--- config.mk ---
export PLATFORM = sky130hd
export DESIGN_NAME = add_n_pipe
export DESIGN_NICKNAME = d
export VERILOG_FILES = /design/src/rtl/add_n_pipe_pkg.sv /design/src/rtl/add_n_round.sv /design/src/rtl/add_n_pipe.sv
export SDC_FILE = /design/constraint.sdc
export NUM_CORES = 1
export LEC_CHECK = 0
export CAP_MARGIN = 5
export CELL_PAD_IN_SITES_DETAIL_PLACEMENT = 0
export CELL_PAD_IN_SITES_GLOBAL_PLACEMENT = 1
export CORE_UTILIZATION = 40
export CTS_CLUSTER_SIZE = 8
export DETAILED_ROUTE_END_ITERATION = 16
export GPL_ROUTABILITY_DRIVEN = 0
export PLACE_DENSITY_LB_ADDON = 0.2
export SYNTH_ARGS = -nofsm -noshare
export SYNTH_HDL_FRONTEND = slang
export SYNTH_SLANG_ARGS = --single-unit
--- constraint.sdc ---
create_clock -name clk -period 3.2 [get_ports clk]
set_input_delay 0.64 -clock clk [delete_from_list [all_inputs] [get_ports clk]]
set_output_delay 0.64 -clock clk [all_outputs]
set_load 0.005 [all_outputs]
--- src/rtl/add_n_pipe_pkg.sv ---
// Shared averager definitions: rounding-mode codes, legal size range, log2 helper.
// Latency: n/a (constants and elaboration-time functions only).
// Backpressure: n/a.
package add_n_pipe_pkg;

  localparam int RND_TRUNC  = 0;
  localparam int RND_HALFUP = 1;
  localparam int RND_CONV   = 2;

  localparam int LOG_N_MIN = 1;
  localparam int LOG_N_MAX = 4;

  // Smallest r with 2**r >= val; used at elaboration time to size/check trees.
  function automatic int log2_ceil(input int val);
    int r;
    r = 0;
    for (int i = 0; i < 31; i++) begin
      if ((1 << i) < val) r = i + 1;
    end
    return r;
  endfunction

endpackage

--- src/rtl/add_n_round.sv ---
// Registered scale-by-2**-LOG_N stage with truncate / half-up / half-even rounding.
// Latency: 1 cycle from sum_vld to res_vld.
// Backpressure: none; a result is produced for every valid sum, output holds otherwise.
module add_n_round
  import add_n_pipe_pkg::*;
#(
  parameter int WIDTH      = 16,
  parameter int LOG_N      = 2,
  parameter int ROUND_MODE = RND_TRUNC
) (
  input  logic                   clk,
  input  logic                   rst,
  input  logic                   sum_vld,
  input  logic [WIDTH+LOG_N-1:0] sum_dat,
  output logic                   res_vld,
  output logic [WIDTH-1:0]       res_dat
);

  localparam int SW = WIDTH + LOG_N;
  localparam logic [SW-1:0] HALF = SW'(1) << (LOG_N - 1);

  if (ROUND_MODE != RND_TRUNC && ROUND_MODE != RND_HALFUP && ROUND_MODE != RND_CONV) begin : g_bad_mode
    $error("add_n_round: ROUND_MODE must be 0, 1 or 2");
  end

  logic [SW-1:0]    addend_c;
  logic [SW-1:0]    rnd_sum_c;
  logic [WIDTH-1:0] res_dat_d, res_dat_q;
  logic             res_vld_d, res_vld_q;
  logic             rnd_unused;

  // Rounding addend, then keep the top WIDTH bits (arithmetic shift by LOG_N).
  // The sum fits the result range by construction, so no saturation is needed.
  always_comb begin
    addend_c = '0;
    case (ROUND_MODE)
      RND_HALFUP: addend_c = HALF;
      RND_CONV:   addend_c = HALF - SW'(1) + SW'(sum_dat[LOG_N]);
      default:    addend_c = '0;
    endcase
    rnd_sum_c = sum_dat + addend_c;
    res_vld_d = sum_vld;
    res_dat_d = res_dat_q;
    if (sum_vld) res_dat_d = rnd_sum_c[SW-1:LOG_N];
  end

  // The fractional bits are discarded by design.
  assign rnd_unused = &{1'b0, rnd_sum_c[LOG_N-1:0]};

  // Result and strobe registers; reset clears both.
  always_ff @(posedge clk) begin
    if (rst) begin
      res_vld_q <= 1'b0;
      res_dat_q <= '0;
    end else begin
      res_vld_q <= res_vld_d;
      res_dat_q <= res_dat_d;
    end
  end

  assign res_vld = res_vld_q;
  assign res_dat = res_dat_q;

endmodule

--- src/rtl/add_n_pipe.sv ---
// Signed averager of 2**LOG_N samples: registered adder tree then rounding stage.
// Latency: LOG_N+1 cycles stb_in -> stb_out, one result per cycle.
// Backpressure: none; stb_in gaps propagate unchanged, out holds between strobes.
module add_n_pipe
  import add_n_pipe_pkg::*;
#(
  parameter int WIDTH      = 16,
  parameter int LOG_N      = 2,
  parameter int ROUND_MODE = RND_TRUNC
) (
  input  logic                          clk,
  input  logic                          rst,
  input  logic [(1<<LOG_N)*WIDTH-1:0]   in,
  input  logic                          stb_in,
  output logic [WIDTH-1:0]              out,
  output logic                          stb_out
);

  localparam int NUM_IN = 1 << LOG_N;
  localparam int SW     = WIDTH + LOG_N;

  if (LOG_N < LOG_N_MIN || LOG_N > LOG_N_MAX || log2_ceil(NUM_IN) != LOG_N) begin : g_bad_log_n
    $error("add_n_pipe: LOG_N must be in 1..4");
  end

  // node[k][i]: partial sum i of level k, sign-extended to the final sum width.
  logic signed [SW-1:0] node [LOG_N+1][NUM_IN];
  logic [LOG_N:1]       lvl_vld_d, lvl_vld_q;
  logic [LOG_N:0]       vld_chain;

  assign vld_chain = {lvl_vld_q, stb_in};

  for (genvar i = 0; i < NUM_IN; i++) begin : g_in
    assign node[0][i] = SW'(signed'(in[i*WIDTH +: WIDTH]));
  end

  // Each level's valid is the previous level's valid, one cycle later.
  always_comb begin
    lvl_vld_d = vld_chain[LOG_N-1:0];
  end

  // Valid pipeline registers; reset drops everything in flight.
  always_ff @(posedge clk) begin
    if (rst) lvl_vld_q <= '0;
    else     lvl_vld_q <= lvl_vld_d;
  end

  for (genvar k = 1; k <= LOG_N; k++) begin : g_lvl
    localparam int CNT = NUM_IN >> k;
    localparam int LW  = WIDTH + k;

    logic signed [LW-1:0] sum_d [CNT];
    logic signed [LW-1:0] sum_q [CNT];

    // Pairwise sums: operands are one bit wider than their level, so no overflow; hold when idle.
    always_comb begin
      for (int i = 0; i < CNT; i++) begin
        sum_d[i] = sum_q[i];
        if (vld_chain[k-1]) sum_d[i] = LW'(node[k-1][2*i]) + LW'(node[k-1][2*i+1]);
      end
    end

    // Partial-sum registers for this level.
    always_ff @(posedge clk) begin
      for (int i = 0; i < CNT; i++) begin
        if (rst) sum_q[i] <= '0;
        else     sum_q[i] <= sum_d[i];
      end
    end

    for (genvar i = 0; i < NUM_IN; i++) begin : g_node
      if (i < CNT) begin : g_used
        assign node[k][i] = SW'(sum_q[i]);
      end else begin : g_pad
        assign node[k][i] = '0;
      end
    end
  end

  add_n_round #(
    .WIDTH      (WIDTH),
    .LOG_N      (LOG_N),
    .ROUND_MODE (ROUND_MODE)
  ) u_round (
    .clk     (clk),
    .rst     (rst),
    .sum_vld (vld_chain[LOG_N]),
    .sum_dat (node[LOG_N][0]),
    .res_vld (stb_out),
    .res_dat (out)
  );

endmodule

==> impl_metrics.tcl <==
set metrics [dict create \
    timing_max_transition_violations_final 0 \
    setup_total_negative_slack_ps 0 \
    postCtsHoldBufs 0 \
    worst_path_fanout_max 4 \
    insertedDiodeCount 0 \
    layout-drive-gt1-share_pct 7.18 \
    first_global_vias 3783 \
    ir_drop_worst_vdd_v 0.000264 \
    top_level_ports 84 \
    cts_setup_buffers 0 \
    cts-root-buf "sky130_fd_sc_hd__clkbuf_16" \
    leak_pwr_nw 2.37 \
    max_freq_mhz 358 \
    num-nets-final 725 \
    timing_worst_setup_path_type "in -> reg" \
    power_per_cell_area_mw_per_mm2 443 \
    critical_path.max_stage_delay_ps 450 \
    die_y_um 110 \
    placed_cells 740 \
    dieWidth_um 110 \
    detailedRoute.firstPassIterationCount 4 \
    report.final.setup_viol 0 \
    synth-seq-cells 69 \
    vias_per_cell 5.39 \
    synth_enable_flop_cells 0 \
    portBuffers 83 \
    final-hold-violation-count 0 \
    end_kind "flip-flop" \
    route.vias.total 4073 \
    timing.final.crit_share_pct 87.4 \
    fp-row-count 39 \
    finalNonFillerCells 756 \
    synth_seq_area_share_pct 29.5 \
    drv_cap 0 \
    critPathLaunchType "input pin" \
    path_type_of_the_worst_min_delay_path "reg -> reg" \
    clkLatencyLatePin_ps 330 \
    grt_first_pass_wirelength_um 17900 \
    routed_wl_per_cell_um 14.2 \
    finalWirelength_um 10700 \
    ys_warn_count 0 \
    synthFlopType "sky130_fd_sc_hd__dfxtp_1" \
    area_delta_synth_final_pct 26.3 \
    skew_ps 4.11 \
    post_synth_main_area_contributors "sky130_fd_sc_hd__dfxtp_1 (30%), sky130_fd_sc_hd__ha_1 (13%), sky130_fd_sc_hd__mux2i_1 (7.3%)" \
    cts_tree "built" \
    antenna_found_initial 0 \
    postSynth.asyncResetShare_pct 0 \
    placeableCoreArea_mm2 0.0114 \
    period_minus_slack_ps 2800 \
    area_of_the_die_mm2 0.0121 \
    status "complete, no violations" \
    synth_area_mm2 0.00468 \
    cts_buffer_depth 2 \
    clock-sinks 69 \
    dpl.hpwl_um 8390 \
    grt-ovfl-total 0 \
    crit_arrival_ps 3050 \
    rsz_0062_raised_after_global_routing "false" \
    clk_transition_reported_paths_ps 50 \
    initialDrtViolationCount 257 \
    cts.htree.levels 3 \
    cpMostUsedCell "sky130_fd_sc_hd__a21o_1" \
    drc 0 \
    synth.net_count 649 \
    grt_start_max_net_pins 43 \
    critPathSlowestCell "sky130_fd_sc_hd__o41ai_1" \
    post_syn_instances 532 \
    cp_cell_sequence "clkdlybuf4s50_1 -> ha_1 -> fa_1 -> a21o_1 -> a31o_2 -> a21o_1 -> o41ai_1 -> nand4b_1 -> o221ai_1" \
    cts-resized-gates 0 \
    synth_cell_types 70 \
    slew_headroom_pct 39.2 \
    cts_made_buffers 9 \
    floorplan.initialDensity_pct 41.0 \
    worst-slew-pin-transition_ps 911 \
    gr-usage-all-layers_pct 18.9 \
    crit_buf_inv 1 \
    critical_path.top_delay_family "compound AO/OA/AOI/OAI gates" \
    drtAntennaViolNets 0 \
    critPathRequiredTime_ps 3450 \
    synth_area_leader_cell "sky130_fd_sc_hd__dfxtp_1" \
    per_instance_average_area_after_synthesis_um2 8.79 \
    synth_top_area_share_pct 29.5 \
]
==> cell usage in the layout, fill, tap and decap left out, drive strengths merged, types with 15 or more instances in the layout <==
master	Yosys	layout
inv	22	22
a21oi	26	26
mux2i	34	34
clkbuf	14	15
dfxtp	69	69
nor2	64	64
ha	48	48
nand2	27	27
clkdlybuf4s50	0	81
nand2b	23	23
o21ai	22	22
==> logic make-up (layout without fill, tap and decap cells) <==
kind of cell / count (synthesis) / count (layout) / share of synthesized area [%]
compound gates: 134 / 134 / 21.5
xor+xnor: 23 / 23 / 4.31
fa+ha+maj: 50 / 50 / 13.7
buf+inv: 44 / 125 / 3.61
flops: 69 / 69 / 29.5
mux: 36 / 36 / 7.76
simple gates: 176 / 176 / 19.6
==> area by class of cell <==
type / instances / area, um2
repair buffers: 87 / 851
clock inverters: 1 / 30.0
multi-input cells: 419 / 3130
well taps: 143 / 179
fillers: 1099 / 5510
clock buffers: 15 / 258
inverters: 22 / 82.6
flip-flops and latches: 69 / 1380
==> Yosys cell counts, types with 10 or more instances <==
| library cell | instances |
|---|---|
| sky130_fd_sc_hd__clkbuf_1 | 14 |
| sky130_fd_sc_hd__o21ai_0 | 19 |
| sky130_fd_sc_hd__xnor2_1 | 14 |
| sky130_fd_sc_hd__nand2_1 | 27 |
| sky130_fd_sc_hd__nor2_1 | 63 |
| sky130_fd_sc_hd__ha_1 | 48 |
| sky130_fd_sc_hd__o22ai_1 | 10 |
| sky130_fd_sc_hd__nand2b_1 | 23 |
| sky130_fd_sc_hd__a21oi_1 | 24 |
| sky130_fd_sc_hd__a21o_1 | 12 |
| sky130_fd_sc_hd__nand3_1 | 14 |
| sky130_fd_sc_hd__inv_1 | 22 |
| sky130_fd_sc_hd__mux2i_1 | 34 |
| sky130_fd_sc_hd__dfxtp_1 | 69 |
==> stage by stage <==
step	instance area (um2)	util [%]	hold slack, ps	setup WS (ps)	total power, mW
after global placement	5620	49.2	446	180	1.66
after detailed placement	5620	49.2	452	111	1.67
after floorplan	4680	-	425	690	1.45
after CTS	5910	51.8	464	455	2.64
after global routing	5910	51.8	489	311	2.77
final	5910	51.8	457	405	2.62
==> where the power goes <==
part           switching (mW)  internal [mW]  total, mW
Combinational           0.364          0.328      0.691
Clock                   0.336          0.626      0.962
Sequential             0.0418          0.926      0.968
Total                   0.742           1.88       2.62
==> state kept, by name, summed over array words and instances (netlist names) <==
signal           cells
g_lvl.sum_q         50
lvl_vld_q            2
u_round.res_dat     16
u_round.res_vld      1
==> layer usage <==
metal  wire, um  share of wire, %  up-vias  GRT usage, %
li1           -                 -     2118             -
met1       5380                50     1836          26.5
met2       4670                44      103          29.0
met3        444               4.1       16          2.18
met4        200               1.9        0          8.36
met5          0                 0        -             0
==> worst paths after layout <==
check                       startpoint               endpoint  slack [ps]  cells after the start
setup reg to reg  g_lvl[1].sum_q[0][8]  g_lvl[2].sum_q[0][12]        1060                      7
hold reg to reg   g_lvl[2].sum_q[0][7]   g_lvl[2].sum_q[0][7]         460                      2
setup / recovery                in[32]  g_lvl[1].sum_q[1][12]         400                      9
hold / removal    g_lvl[2].sum_q[0][7]   g_lvl[2].sum_q[0][7]         460                      2
==> worst register-to-register path, cell delays in order, from the launching register on <==
cell and delay (ps):
sky130_fd_sc_hd__dfxtp_1 320, sky130_fd_sc_hd__ha_1 350, sky130_fd_sc_hd__a21oi_1 190, sky130_fd_sc_hd__o21ai_1 120
sky130_fd_sc_hd__nor4_2 340, sky130_fd_sc_hd__a211oi_2 140, sky130_fd_sc_hd__or3_1 330, sky130_fd_sc_hd__a32o_1 240
Note: power is estimated with default switching activity, not from simulation.
